===== src/rtl/cnn_pkg.sv =====
// Shared CNN constants and the window tap extraction helper.
package cnn_pkg;

    localparam int unsigned PIX_W     = 8;
    localparam int unsigned WIN_TAPS  = 9;
    localparam int unsigned IMG_W_DEF = 32;
    localparam int unsigned IMG_H_DEF = 32;

    // Tap idx 0..8 in row-major order; tap 0 (top-left) sits in the top bits.
    function automatic logic [PIX_W-1:0] win_tap(
        input logic [WIN_TAPS*PIX_W-1:0] window,
        input int unsigned               idx
    );
        return window[(WIN_TAPS-1-idx)*PIX_W +: PIX_W];
    endfunction

endpackage


===== src/rtl/conv_window_gen_3x3_if.sv =====
// Pixel-stream input and window-stream output of the 3x3 window generator.
interface conv_window_gen_3x3_if #(
    parameter int unsigned IMG_W = cnn_pkg::IMG_W_DEF,
    parameter int unsigned IMG_H = cnn_pkg::IMG_H_DEF,
    parameter int unsigned PIX_W = cnn_pkg::PIX_W
);
    localparam int unsigned COL_W = $clog2(IMG_W);
    localparam int unsigned ROW_W = $clog2(IMG_H);
    localparam int unsigned WIN_W = cnn_pkg::WIN_TAPS * PIX_W;

    logic [PIX_W-1:0] in_pixel;
    logic             in_valid;
    logic             in_ready;
    logic [WIN_W-1:0] out_window;
    logic             out_valid;
    logic             out_ready;
    logic [ROW_W-1:0] out_row;
    logic [COL_W-1:0] out_col;
    logic             out_last;

    // Generator side
    modport slave (
        input  in_pixel, in_valid, out_ready,
        output in_ready, out_window, out_valid, out_row, out_col, out_last
    );

    // Source / sink side
    modport master (
        output in_pixel, in_valid, out_ready,
        input  in_ready, out_window, out_valid, out_row, out_col, out_last
    );
endinterface


===== src/rtl/cnn_line_buffer.sv =====
// One image line of storage: single index, combinational read of the old word, write on the edge.
module cnn_line_buffer #(
    parameter int unsigned DEPTH = 32,
    parameter int unsigned WIDTH = 8
) (
    input  logic                     clk,
    input  logic [$clog2(DEPTH)-1:0] idx,
    input  logic                     wr_en,
    input  logic [WIDTH-1:0]         wr_data,
    output logic [WIDTH-1:0]         rd_data
);
    logic [WIDTH-1:0] mem_q [DEPTH];

    // Read returns the word as it was before this cycle's write.
    assign rd_data = mem_q[idx];

    // Contents need no reset: row/col gating hides stale data.
    always_ff @(posedge clk) begin
        if (wr_en) begin
            mem_q[idx] <= wr_data;
        end
    end
endmodule


===== src/rtl/conv_window_gen_3x3.sv =====
// Raster pixel stream to packed 3x3 neighbourhoods for the sharpening convolution.
module conv_window_gen_3x3 #(
    parameter int unsigned IMG_W = cnn_pkg::IMG_W_DEF,
    parameter int unsigned IMG_H = cnn_pkg::IMG_H_DEF,
    parameter int unsigned PIX_W = cnn_pkg::PIX_W
) (
    input  logic                  clk,
    input  logic                  reset,
    conv_window_gen_3x3_if.slave  bus
);
    import cnn_pkg::*;

    localparam int unsigned COL_W = $clog2(IMG_W);
    localparam int unsigned ROW_W = $clog2(IMG_H);
    localparam int unsigned WIN_W = WIN_TAPS * PIX_W;

    logic [COL_W-1:0] col_q, col_d;
    logic [ROW_W-1:0] row_q, row_d;
    logic [WIN_W-1:0] win_q, win_d, win_shift;
    logic             out_valid_q, out_valid_d;
    logic [WIN_W-1:0] out_window_q, out_window_d;
    logic [ROW_W-1:0] out_row_q, out_row_d;
    logic [COL_W-1:0] out_col_q, out_col_d;
    logic             out_last_q, out_last_d;
    logic             in_ready_c;
    logic             accept;
    logic [PIX_W-1:0] lb0_rd, lb1_rd;

    // Single-entry output register: accept whenever it is empty or draining.
    assign in_ready_c = !reset && (!out_valid_q || bus.out_ready);
    assign accept     = bus.in_valid && in_ready_c;

    // lb0 holds row-1, lb1 holds row-2; both shift down one line at the current column.
    cnn_line_buffer #(.DEPTH(IMG_W), .WIDTH(PIX_W)) u_lb0 (
        .clk     (clk),
        .idx     (col_q),
        .wr_en   (accept),
        .wr_data (bus.in_pixel),
        .rd_data (lb0_rd)
    );

    cnn_line_buffer #(.DEPTH(IMG_W), .WIDTH(PIX_W)) u_lb1 (
        .clk     (clk),
        .idx     (col_q),
        .wr_en   (accept),
        .wr_data (lb0_rd),
        .rd_data (lb1_rd)
    );

    // Shift every window row left by one tap and append the new column {row-2, row-1, new pixel}.
    assign win_shift = {win_q[6*PIX_W +: 2*PIX_W], lb1_rd,
                        win_q[3*PIX_W +: 2*PIX_W], lb0_rd,
                        win_q[0       +: 2*PIX_W], bus.in_pixel};
    assign win_d     = accept ? win_shift : win_q;

    // Raster position tracking and output register update.
    always_comb begin
        col_d        = col_q;
        row_d        = row_q;
        out_valid_d  = out_valid_q;
        out_window_d = out_window_q;
        out_row_d    = out_row_q;
        out_col_d    = out_col_q;
        out_last_d   = out_last_q;

        if (out_valid_q && bus.out_ready) begin
            out_valid_d = 1'b0;
        end

        if (accept) begin
            if (col_q == COL_W'(IMG_W - 1)) begin
                col_d = '0;
                row_d = (row_q == ROW_W'(IMG_H - 1)) ? '0 : row_q + ROW_W'(1);
            end else begin
                col_d = col_q + COL_W'(1);
            end

            if ((row_q >= ROW_W'(2)) && (col_q >= COL_W'(2))) begin
                out_valid_d  = 1'b1;
                out_window_d = win_shift;
                out_row_d    = row_q - ROW_W'(1);
                out_col_d    = col_q - COL_W'(1);
                out_last_d   = (row_q == ROW_W'(IMG_H - 1)) && (col_q == COL_W'(IMG_W - 1));
            end
        end
    end

    // Control and output state, cleared by reset.
    always_ff @(posedge clk) begin
        if (reset) begin
            col_q        <= '0;
            row_q        <= '0;
            out_valid_q  <= 1'b0;
            out_window_q <= '0;
            out_row_q    <= '0;
            out_col_q    <= '0;
            out_last_q   <= 1'b0;
        end else begin
            col_q        <= col_d;
            row_q        <= row_d;
            out_valid_q  <= out_valid_d;
            out_window_q <= out_window_d;
            out_row_q    <= out_row_d;
            out_col_q    <= out_col_d;
            out_last_q   <= out_last_d;
        end
    end

    // Shift window data is gated by row/col, so it is never reset.
    always_ff @(posedge clk) begin
        win_q <= win_d;
    end

    assign bus.in_ready   = in_ready_c;
    assign bus.out_valid  = out_valid_q;
    assign bus.out_window = out_window_q;
    assign bus.out_row    = out_row_q;
    assign bus.out_col    = out_col_q;
    assign bus.out_last   = out_last_q;
endmodule


===== src/flat_wrapper.sv =====
// flat-port wrapper written by rule: the top's interface ports become plain ports
module conv_window_gen_3x3_flat import cnn_pkg::*;
#(
    parameter int unsigned IMG_W = cnn_pkg::IMG_W_DEF,
    parameter int unsigned IMG_H = cnn_pkg::IMG_H_DEF,
    parameter int unsigned PIX_W = cnn_pkg::PIX_W
)
  (clk, reset, bus_in_pixel, bus_in_valid, bus_out_ready, bus_in_ready, bus_out_window, bus_out_valid, bus_out_row, bus_out_col, bus_out_last);
  conv_window_gen_3x3_if #(.IMG_W(IMG_W), .IMG_H(IMG_H), .PIX_W(PIX_W)) bus_i ();
  input  logic clk;
  input  logic reset;
  input wire logic [$bits(bus_i.in_pixel)-1:0] bus_in_pixel;
  input wire logic [$bits(bus_i.in_valid)-1:0] bus_in_valid;
  input wire logic [$bits(bus_i.out_ready)-1:0] bus_out_ready;
  output wire logic [$bits(bus_i.in_ready)-1:0] bus_in_ready;
  output wire logic [$bits(bus_i.out_window)-1:0] bus_out_window;
  output wire logic [$bits(bus_i.out_valid)-1:0] bus_out_valid;
  output wire logic [$bits(bus_i.out_row)-1:0] bus_out_row;
  output wire logic [$bits(bus_i.out_col)-1:0] bus_out_col;
  output wire logic [$bits(bus_i.out_last)-1:0] bus_out_last;
  assign bus_i.in_pixel = bus_in_pixel;
  assign bus_i.in_valid = bus_in_valid;
  assign bus_i.out_ready = bus_out_ready;
  assign bus_in_ready = bus_i.in_ready;
  assign bus_out_window = bus_i.out_window;
  assign bus_out_valid = bus_i.out_valid;
  assign bus_out_row = bus_i.out_row;
  assign bus_out_col = bus_i.out_col;
  assign bus_out_last = bus_i.out_last;
  conv_window_gen_3x3 #(.IMG_W(IMG_W), .IMG_H(IMG_H), .PIX_W(PIX_W)) u_core (.clk(clk), .reset(reset), .bus(bus_i));
endmodule

===== config.mk =====
export PLATFORM = sky130hd
export DESIGN_NAME = conv_window_gen_3x3_flat
export DESIGN_NICKNAME = d
export VERILOG_FILES = /design/src/rtl/cnn_pkg.sv /design/src/rtl/conv_window_gen_3x3_if.sv /design/src/rtl/cnn_line_buffer.sv /design/src/rtl/conv_window_gen_3x3.sv /design/src/flat_wrapper.sv
export SDC_FILE = /design/constraint.sdc
export NUM_CORES = 1
export LEC_CHECK = 0
export ABC_AREA = 0
export ABC_CLOCK_PERIOD_IN_PS = 3350
export CAP_MARGIN = 20
export CORE_MARGIN = 2
export CORE_UTILIZATION = 40
export DETAILED_ROUTE_END_ITERATION = 7
export PLACE_DENSITY = 0.56
export SLEW_MARGIN = 20
export SYNTH_ARGS = -nofsm -noshare
export SYNTH_HDL_FRONTEND = slang
export SYNTH_SLANG_ARGS = --single-unit

===== constraint.sdc =====
create_clock -name clk -period 3.35 [get_ports clk]
set_clock_uncertainty 0.15 [all_clocks]
set_input_delay 0.335 -clock clk [delete_from_list [all_inputs] [get_ports clk]]
set_output_delay 0.335 -clock clk [all_outputs]
set_load 0.005 [all_outputs]

==> results of run 1 <==
==> worst max-delay path by stage <==
stage	startpoint	to	slack [ns]	depth (start not counted)
floorplan	reset	u_core.u_lb0.mem_q[0][0]$_DFFE_PP_	0.20	5
global placement	u_core.col_q[0]$_SDFFE_PP0P_	u_core.bus.out_window[52]$_SDFFE_PP0P_	0.59	8
detailed placement	u_core.col_q[0]$_SDFFE_PP0P_	u_core.bus.out_window[54]$_SDFFE_PP0P_	0.55	8
CTS	reset	bus_in_ready	0.50	5
global route	u_core.col_q[0]$_SDFFE_PP0P_	u_core.bus.out_window[51]$_SDFFE_PP0P_	0.28	8
finish	reset	bus_in_ready	0.52	5
==> routing by layer <==
metal | wire, um | GRT usage [%] | vias up | share of wire [%]
li1 | - | - | 6447 | -
met4 | 1011 | 5.106 | 0 | 1.7
met2 | 29640 | 30.14 | 329 | 49
met3 | 2598 | 2.748 | 62 | 4.3
met5 | 0 | 0 | - | 0
met1 | 27320 | 24.89 | 7047 | 45
==> synthesized netlist by cell type, types with 13 or more instances <==
cell and count:
nor4_2 16, inv_1 20, mux2i_1 258, clkbuf_1 37, a21oi_2 53, nand2_2 52
buf_6 15, buf_1 13, a21oi_1 94, a22oi_1 128, nand2_1 72, edfxtp_1 560
o21a_1 16, nor2_1 51, buf_4 16, dfxtp_1 99
==> state kept, by name, indices dropped and copies added, names as in the netlist, named ones only <==
name and cells:
u_core.bus.out_col 5, u_core.bus.out_valid 1, u_core.u_lb0.mem_q 256, u_core.u_lb1.mem_q 256, u_core.bus.out_last 1, u_core.col_q 5
u_core.bus.out_window 72, u_core.bus.out_row 5, u_core.row_q 5, u_core.win_q 48
==> cell families after synthesis <==
group                      count (synthesis)  share of synthesized area, %
AOI/OAI and AO/OA                        306                         8.225
xor gates and xnor gates                   6                        0.2045
adders and majority gates                 10                        0.4870
buffers and inverters                    117                         2.854
DFF                                      659                         73.16
muxes                                    258                         10.05
and+or+nand+nor                          231                         5.016
==> cell type report <==
| cell class | count | area share (%) |
|---|---|---|
| inverters | 21 | 0.2609 |
| multi-input cells | 811 | 20.71 |
| flip-flops and latches | 659 | 62.23 |
| repair buffers | 198 | 6.212 |
| clock inverters | 37 | 0.8862 |
| well taps | 846 | 3.504 |
| clock buffers | 88 | 6.191 |
| diodes | 1 | 0.008283 |
==> power breakdown <==
group / internal (mW) / total [mW] / leakage, nW / switching (mW)
clock network: 4.18 / 7.24 / 1.04 / 3.06
logic: 0.222 / 0.664 / 2.63 / 0.442
registers: 8.98 / 9.00 / 5.85 / 0.0243
==> what timing repair did <==
| item | in CTS | in global routing |
|---|---|---|
| endpoints found under the setup margin | 0 | 0 |
| hold buffers | 1 | 0 |
| hold endpoints to repair | 12 | 0 |
==> stage by stage <==
stage          setup WS, ns  power, mW
6_report             0.5204      16.91
5_1_grt              0.2830      17.46
4_1_cts              0.5021      17.08
3_5_place_dp         0.5468      9.847
3_3_place_gp         0.5909      9.835
2_1_floorplan        0.2023      9.571
==> critical path: stages <==
cell and delay (ns):
dlygate4sd3_1 0.55, buf_4 0.36, buf_4 0.52, nor2_1 0.10, clkdlybuf4s50_1 0.46
==> results_dict.tcl, run 1 <==
set metrics [dict create \
    async_reset_ff_share_pct 0 \
    hold_class "flop to flop" \
    dpl-instance-area_sq_um 28060 \
    synth_area_sq_um 25690 \
    cts_made_buffers 69 \
    p_leak_nw 9.520 \
    initial_utilization_pct 40.58 \
    antenna_found_initial 1 \
    nNetsFinal 1782 \
    grt-ovfl-total 0 \
    clk_path_buf_depth 3 \
    ant_nets 0 \
    synth.top_cell.area_share_pct 65.45 \
    synth_top_area_cell "edfxtp_1" \
    power_density_nw_per_um2 559.5 \
    vias 13890 \
    grt_pass1_wl_um 90020 \
    criticalPathCategory "input port to output pin" \
    slew_headroom_pct 35.27 \
    utilization_pct 47.72 \
    final.setup.tns_ns 0 \
    htree_levels 3 \
    synth_cells 1587 \
    root_buffer "clkbuf_16" \
    nFillCells 5416 \
    ys_warn_count 0 \
    area_growth_pct 17.59 \
    vias_per_cell 5.218 \
    place_congestion 0.7825 \
    grt_use_total_pct 18.18 \
    drive_gt1_share_pct 17.97 \
    clk_latency_ns 0.60 \
    cp_data_arrival_time_ns 2.34 \
    hold_viol 0 \
    synth_edf_count 560 \
    holdPathStages 0 \
    clock-sinks 659 \
    avgSynthCellArea_sq_um 16.19 \
    grt_max_degree 61 \
    ys_seq_elements 659 \
    finalCritPeriodShare_pct 84.46 \
    max_cap_viol_count 0 \
    wl_per_cell_um 22.76 \
    r2r_end "u_core.u_lb1.mem_q[30][0]$_DFFE_PP_" \
    multi_input_area_sq_um 6256 \
    setup_viol 0 \
    period_minus_slack_ns 2.830 \
    dpl.hpwl_um 36360 \
    start_kind "input port" \
    grt_pass1_vias 13840 \
    final_cell_mix "560 x edfxtp_1, 258 x mux2i_1, 128 x a22oi_1" \
    mostFrequentLayoutCell "edfxtp_1" \
    cts_resized 0 \
    vdd_drop_max_uv 340.3 \
    hold_start "u_core.win_q[53]$_DFFE_PP_" \
    max_freq_mhz 353.4 \
    postCtsSetupBuffers 0 \
    synth_area_leaders "edfxtp_1 65%, mux2i_1 10%, dfxtp_1 7.7%, a22oi_1 3.7%, a21oi_1 1.8%" \
    drtIter0Drc 1103 \
    setup.worst_path.end_class "output pin" \
    io_pins 97 \
    tightest_slew_ns 0.9709 \
    rsz0062_at_grt "no" \
    dp.cells 2534 \
    regArea_sq_um 18800 \
    postLayoutCellArea_sq_um 30210 \
    critPathRequiredTime_ns 2.86 \
    ys_types 49 \
    r2r_slack_ns 0.53 \
    core_area_sq_um 63310 \
    min_to "u_core.win_q[61]$_DFFE_PP_" \
    cts_tree "yes" \
    synth_seq_area_share_pct 73.16 \
    stdcell_count 2661 \
    routed_wl_um 60570 \
    cp_max_fo 36 \
    outcome "finished clean" \
    path_clk_slew_ns 0.06 \
    io_buffers 96 \
    first_pass_iters 5 \
    synth_fp_nets 1609 \
    hold_ws_ns 0.3002 \
    yosys_most_used_dff "edfxtp_1" \
    reg2regPathDepth 6 \
    rows 92 \
    die_y_um 257.4 \
    die_area_sq_um 66280 \
    die_w_um 257.4 \
    slew_viol_final 0 \
    drc 0 \
]
(Power assumes the default switching activity.)
==> run 2: changes to the inputs <==
ABC_CLOCK_PERIOD_IN_PS = 2500   (was 3350)
PLACE_DENSITY = 0.58   (was 0.56)
clock period = 2.5 ns   (was 3.35 ns; I/O delays follow)
==> run 2 against run 1 <==
Global-route usage grew 0.78 points. Critical path depth grew 4. Final cell count increased by 2.3%. Via count increased by 3.5%. Clock power increased by 35%. Register-to-register slack worse by 0.47 ns. Total power increased by 36%. Core utilization increased by 2.2 points. Clock-buffer cell count rose by 11. Critical path type is now flop to flop.
==> results_dict.tcl, run 2 (synthesized netlist as in run 1, its figures left out) <==
set metrics [dict create \
    slew_viol_final 0 \
    vdd_drop_max_uv 444.4 \
    grt_pass1_wl_um 93150 \
    rows 92 \
    place_congestion 0.8063 \
    finalCritPeriodShare_pct 97.78 \
    antenna_found_initial 4 \
    grt-ovfl-total 0 \
    clk_latency_ns 0.61 \
    die_w_um 257.4 \
    setup.worst_path.end_class "flop" \
    max_cap_viol_count 0 \
    p_total_mw 22.91 \
    slew_headroom_pct 47.03 \
    grt_pass1_vias 14330 \
    max_freq_mhz 409.1 \
    io_buffers 96 \
    critPathRequiredTime_ns 2.90 \
    r2r_slack_ns 0.06 \
    cp_max_fo 18 \
    sequentialPowerShare_pct 52.6 \
    tightest_slew_ns 0.7945 \
    vias_per_cell 5.278 \
    p_int_mw 18.18 \
    cp_cell_sequence "buf_12 > buf_4 > mux2i_1 > a22oi_1 > a21oi_1 > buf_4 > nor4_4 > buf_12 > o21a_1" \
    mostFrequentLayoutCell "edfxtp_1" \
    nNetsFinal 1851 \
    vias 14370 \
    cts_tree "yes" \
    clock-sinks 659 \
    cp_data_arrival_time_ns 2.84 \
    initial_utilization_pct 40.58 \
    htree_levels 3 \
    slowest_delay_ns 0.41 \
    final.setup.tns_ns 0 \
    wl_per_cell_um 23.45 \
    drc 0 \
    worstSetupEndpoint "u_core.bus.out_window[27]$_SDFFE_PP0P_" \
    critPathSlowestCell "dfxtp_4" \
    grt_max_degree 74 \
    grt_use_total_pct 18.96 \
    die_area_sq_um 66280 \
    p_leak_nw 10.05 \
    root_buffer "clkbuf_16" \
    period_minus_slack_ns 2.445 \
    power_density_nw_per_um2 725.7 \
    io_pins 97 \
    hold_viol 0 \
    ant_nets 0 \
    start_kind "flop" \
    cts_made_buffers 70 \
    post-place-ws_ns -0.1887 \
    pwr-share-comb_pct 4.7 \
    criticalPathCategory "flop to flop" \
    routed_wl_um 63840 \
    first_pass_iters 4 \
    clk_path_buf_depth 3 \
    drive_gt1_share_pct 23.63 \
    p_sw_share_pct 20.66 \
    die_y_um 257.4 \
    outcome "finished clean" \
    r2r_end "u_core.bus.out_window[27]$_SDFFE_PP0P_" \
    dpl.hpwl_um 39030 \
    path_clk_slew_ns 0.06 \
    hold_class "flop to flop" \
    p_sw_mw 4.735 \
    final_cell_mix "560 x edfxtp_1, 258 x mux2i_1, 125 x a22oi_1" \
    core_area_sq_um 63310 \
    fin_ws_ns 0.05539 \
    clockPowerShare_pct 42.6 \
    area_growth_pct 22.90 \
    drtIter0Drc 1153 \
    reg2regPathDepth 9 \
    setup_viol 0 \
]
[run 2: cell types whose count changed in the layout (fill, tap and decap cells not counted), moves of 5 or more]
cell / before / now
a21oi_1: 94 / 86
a21oi_2: 53 / 61
buf_12: 12 / 56
buf_4: 90 / 103
buf_6: 0 / 7
clkbuf_1: 14 / 19
clkinv_1: 24 / 8
clkinv_2: 3 / 9
nor2_1: 50 / 18
nor2_2: 1 / 21
nor2_4: 2 / 14
[run 2: per-layer routing]
layer	part of all wire [%]	vias up	wire (um)	global-route usage (%)
met5	0.017	-	11	0
met4	2.4	2	1518	5.796
met3	5.1	97	3253	3.270
met2	48	381	30450	31.09
met1	45	7326	28610	25.81
li1	-	6561	-	-
[run 2: timing repair]
action,in CTS,in global routing
cloned,0,2
setup endpoints to repair,42,261
hold endpoints to repair,1,0
gates resized for setup,4,21
pin swaps,2,4
setup buffers,1,5
hold buffers,1,0
[run 2: layout make-up]
cell class                      count  area [sq um]
Antenna cell                        1         2.502
Fill cell                        5323         31730
Clock inverter                     19         137.6
Clock buffer                       99          1994
Multi-Input combinational cell    811          6460
Sequential cell                   659         18800
Inverter                           21         80.08
Timing Repair Buffer              266          3039
Tap cell                          846          1059
[run 2: worst min path at each step]
stage	endpoint	slack, ns	cells past startpoint	startpoint
after floorplan	u_core.u_lb0.mem_q[0][0]$_DFFE_PP_	0.20	0	bus_in_pixel[0]
after global placement	u_core.win_q[57]$_DFFE_PP_	0.28	0	u_core.win_q[49]$_DFFE_PP_
after detailed placement	u_core.win_q[14]$_DFFE_PP_	0.28	0	u_core.win_q[6]$_DFFE_PP_
after CTS	u_core.win_q[61]$_DFFE_PP_	0.30	0	u_core.win_q[53]$_DFFE_PP_
after global routing	u_core.win_q[61]$_DFFE_PP_	0.31	0	u_core.win_q[53]$_DFFE_PP_
final	u_core.win_q[14]$_DFFE_PP_	0.30	0	u_core.win_q[6]$_DFFE_PP_
[run 2: critical path: cells and delay by family, from the launching register on]
family,cells,cell delay [ns]
AOI/OAI and AO/OA,3,0.61
buffers and inverters,4,0.72
DFF,1,0.41
muxes,1,0.12
and+or+nand+nor,1,0.39
[run 2: through the flow]
stage / hold slack, ns / cells / utilization, % / instance area, sq um
finish: 0.2968 / 2722 / 49.88 / 31580
global route: 0.3057 / 2721 / 49.87 / 31570
CTS: 0.2975 / 2714 / 49.58 / 31390
detailed placement: 0.2827 / 2594 / 46.13 / 29200
global placement: 0.2818 / 2594 / 46.13 / 29200
floorplan: 0.1989 / 1587 / - / 25900
[run 2: power by group through the flow]
stage / Sequential (mW) / Combinational [mW] / Clock (mW)
6_report: 12.1 / 1.09 / 9.77
2_1_floorplan: 12.3 / 0.554 / 0
4_1_cts: 12.1 / 1.05 / 9.99
3_5_place_dp: 12.3 / 1.04 / 0
3_3_place_gp: 12.3 / 1.02 / 0
5_1_grt: 12.1 / 1.15 / 10.4
==> RTL change: new RTL, config.mk and constraints of run 2 <==
`IMG_W_DEF`: 32 -> 16.
--- a/src/rtl/cnn_pkg.sv
+++ b/src/rtl/cnn_pkg.sv
@@ -3,7 +3,7 @@
 
     localparam int unsigned PIX_W     = 8;
     localparam int unsigned WIN_TAPS  = 9;
-    localparam int unsigned IMG_W_DEF = 32;
+    localparam int unsigned IMG_W_DEF = 16;
     localparam int unsigned IMG_H_DEF = 32;
 
     // Tap idx 0..8 in row-major order; tap 0 (top-left) sits in the top bits.
Interface: changed (resized bus_out_col); port bits go from 97 to 96. No check against the original RTL was run, so the function may have changed too.
==> RTL change against run 2 <==
  * Area after synthesis is 40% lower
  * Wire length down 46%
  * Highest routed layer unchanged
  * Fmax increased by 5.4%
  * Design area down 41%
  * Setup slack better by 0.13 ns
  * Total power is 40% lower
  * Critical path type unchanged
  * Via count is 42% lower
  * Sequential cell count down 259
  * Critical endpoint is now u_core.bus.out_window[49]
==> RTL change: results (changes against run 2) <==
[routing]
wl_met1_um=15830  ; -45%
drt_iter0_drc=696  ; -40%
routed_wl_um=34250  ; -46%
wl_met3_um=1624  ; -50%
num_vias=8263  ; -42%
wire_per_inst_um=21.75  ; -7.3%

[timing]
hold_slack_ns=0.1045  ; -0.1923 ns
slew_headroom=0.4455  ; -0.02482

[worst_hold_path]
holdPathEnd=u_core.bus.out_window[57]
whs_path_depth=3  ; +3
hold_path.class=input pin to flip-flop

[cts]
cts_resized=0  ; -4
cts_setup_buffers=0  ; -1
numCtsBuffers=42  ; -40%
cts_hold_buf=0  ; -1
htreeDepth=2  ; -1

[place]
dp.cells=1500  ; -42%
dp_hpwl_um=21220  ; -46%
portBuffers=95  ; -1.0%

[critical_path]
cp-endpoint=u_core.bus.out_window[49]
crit_slowest_cell=mux4_1
crit_arrival_ns=2.59  ; -0.25 ns
r2r_cells=6  ; -3

[yosys]
synth.area.top_cells=edfxtp_1, dfxtp_1, mux4_1, mux4_2, mux2i_1
synth_nets=905  ; -44%
synth_common_cells=edfxtp_1, dfxtp_1, a21oi_1

[grt]
grt_max_degree=68  ; -8.1%
met1_usage=0.2369  ; -0.02126

[run_status]
outcome=complete, no violations

[power_and_ir_drop]
powerDensity_nw_per_um2=734.1  ; +1.2%
p_leak_uw=0.006243  ; -38%

[final_layout]
drive_above_1_share=0.1720  ; -0.06427

==> RTL change: cell count changes after synthesis, sizes merged, moves of 20 or more <==
cell / delta
mux2i: -209
mux4: +64
nor2: -37
nand3: +54
edfxtp: -256
a21oi: -75
clkbuf: -20
nand2: -113
o21ai: +58
a22oi: -128
==> RTL change: final cells by class <==
type                       instances  area, um2
clock buffer                      56       1181
inverter                           7      28.78
tap                              511      639.4
clock inverter                    19      111.4
fill                            3163      19080
multi-input combinational        417       3941
timing repair buffer             165       1722
sequential                       400      11060
==> RTL change: kinds of logic after synthesis <==
kind of cell,Yosys count,synth area share
AO/OA/AOI/OAI,147,0.05091
multiplexers,129,0.1492
XOR/XNOR,7,0.003985
adder cells (fa/ha/maj),9,0.007320
buffers and inverters,67,0.02700
flip-flops,400,0.7183
AND/OR/NAND/NOR,125,0.04327
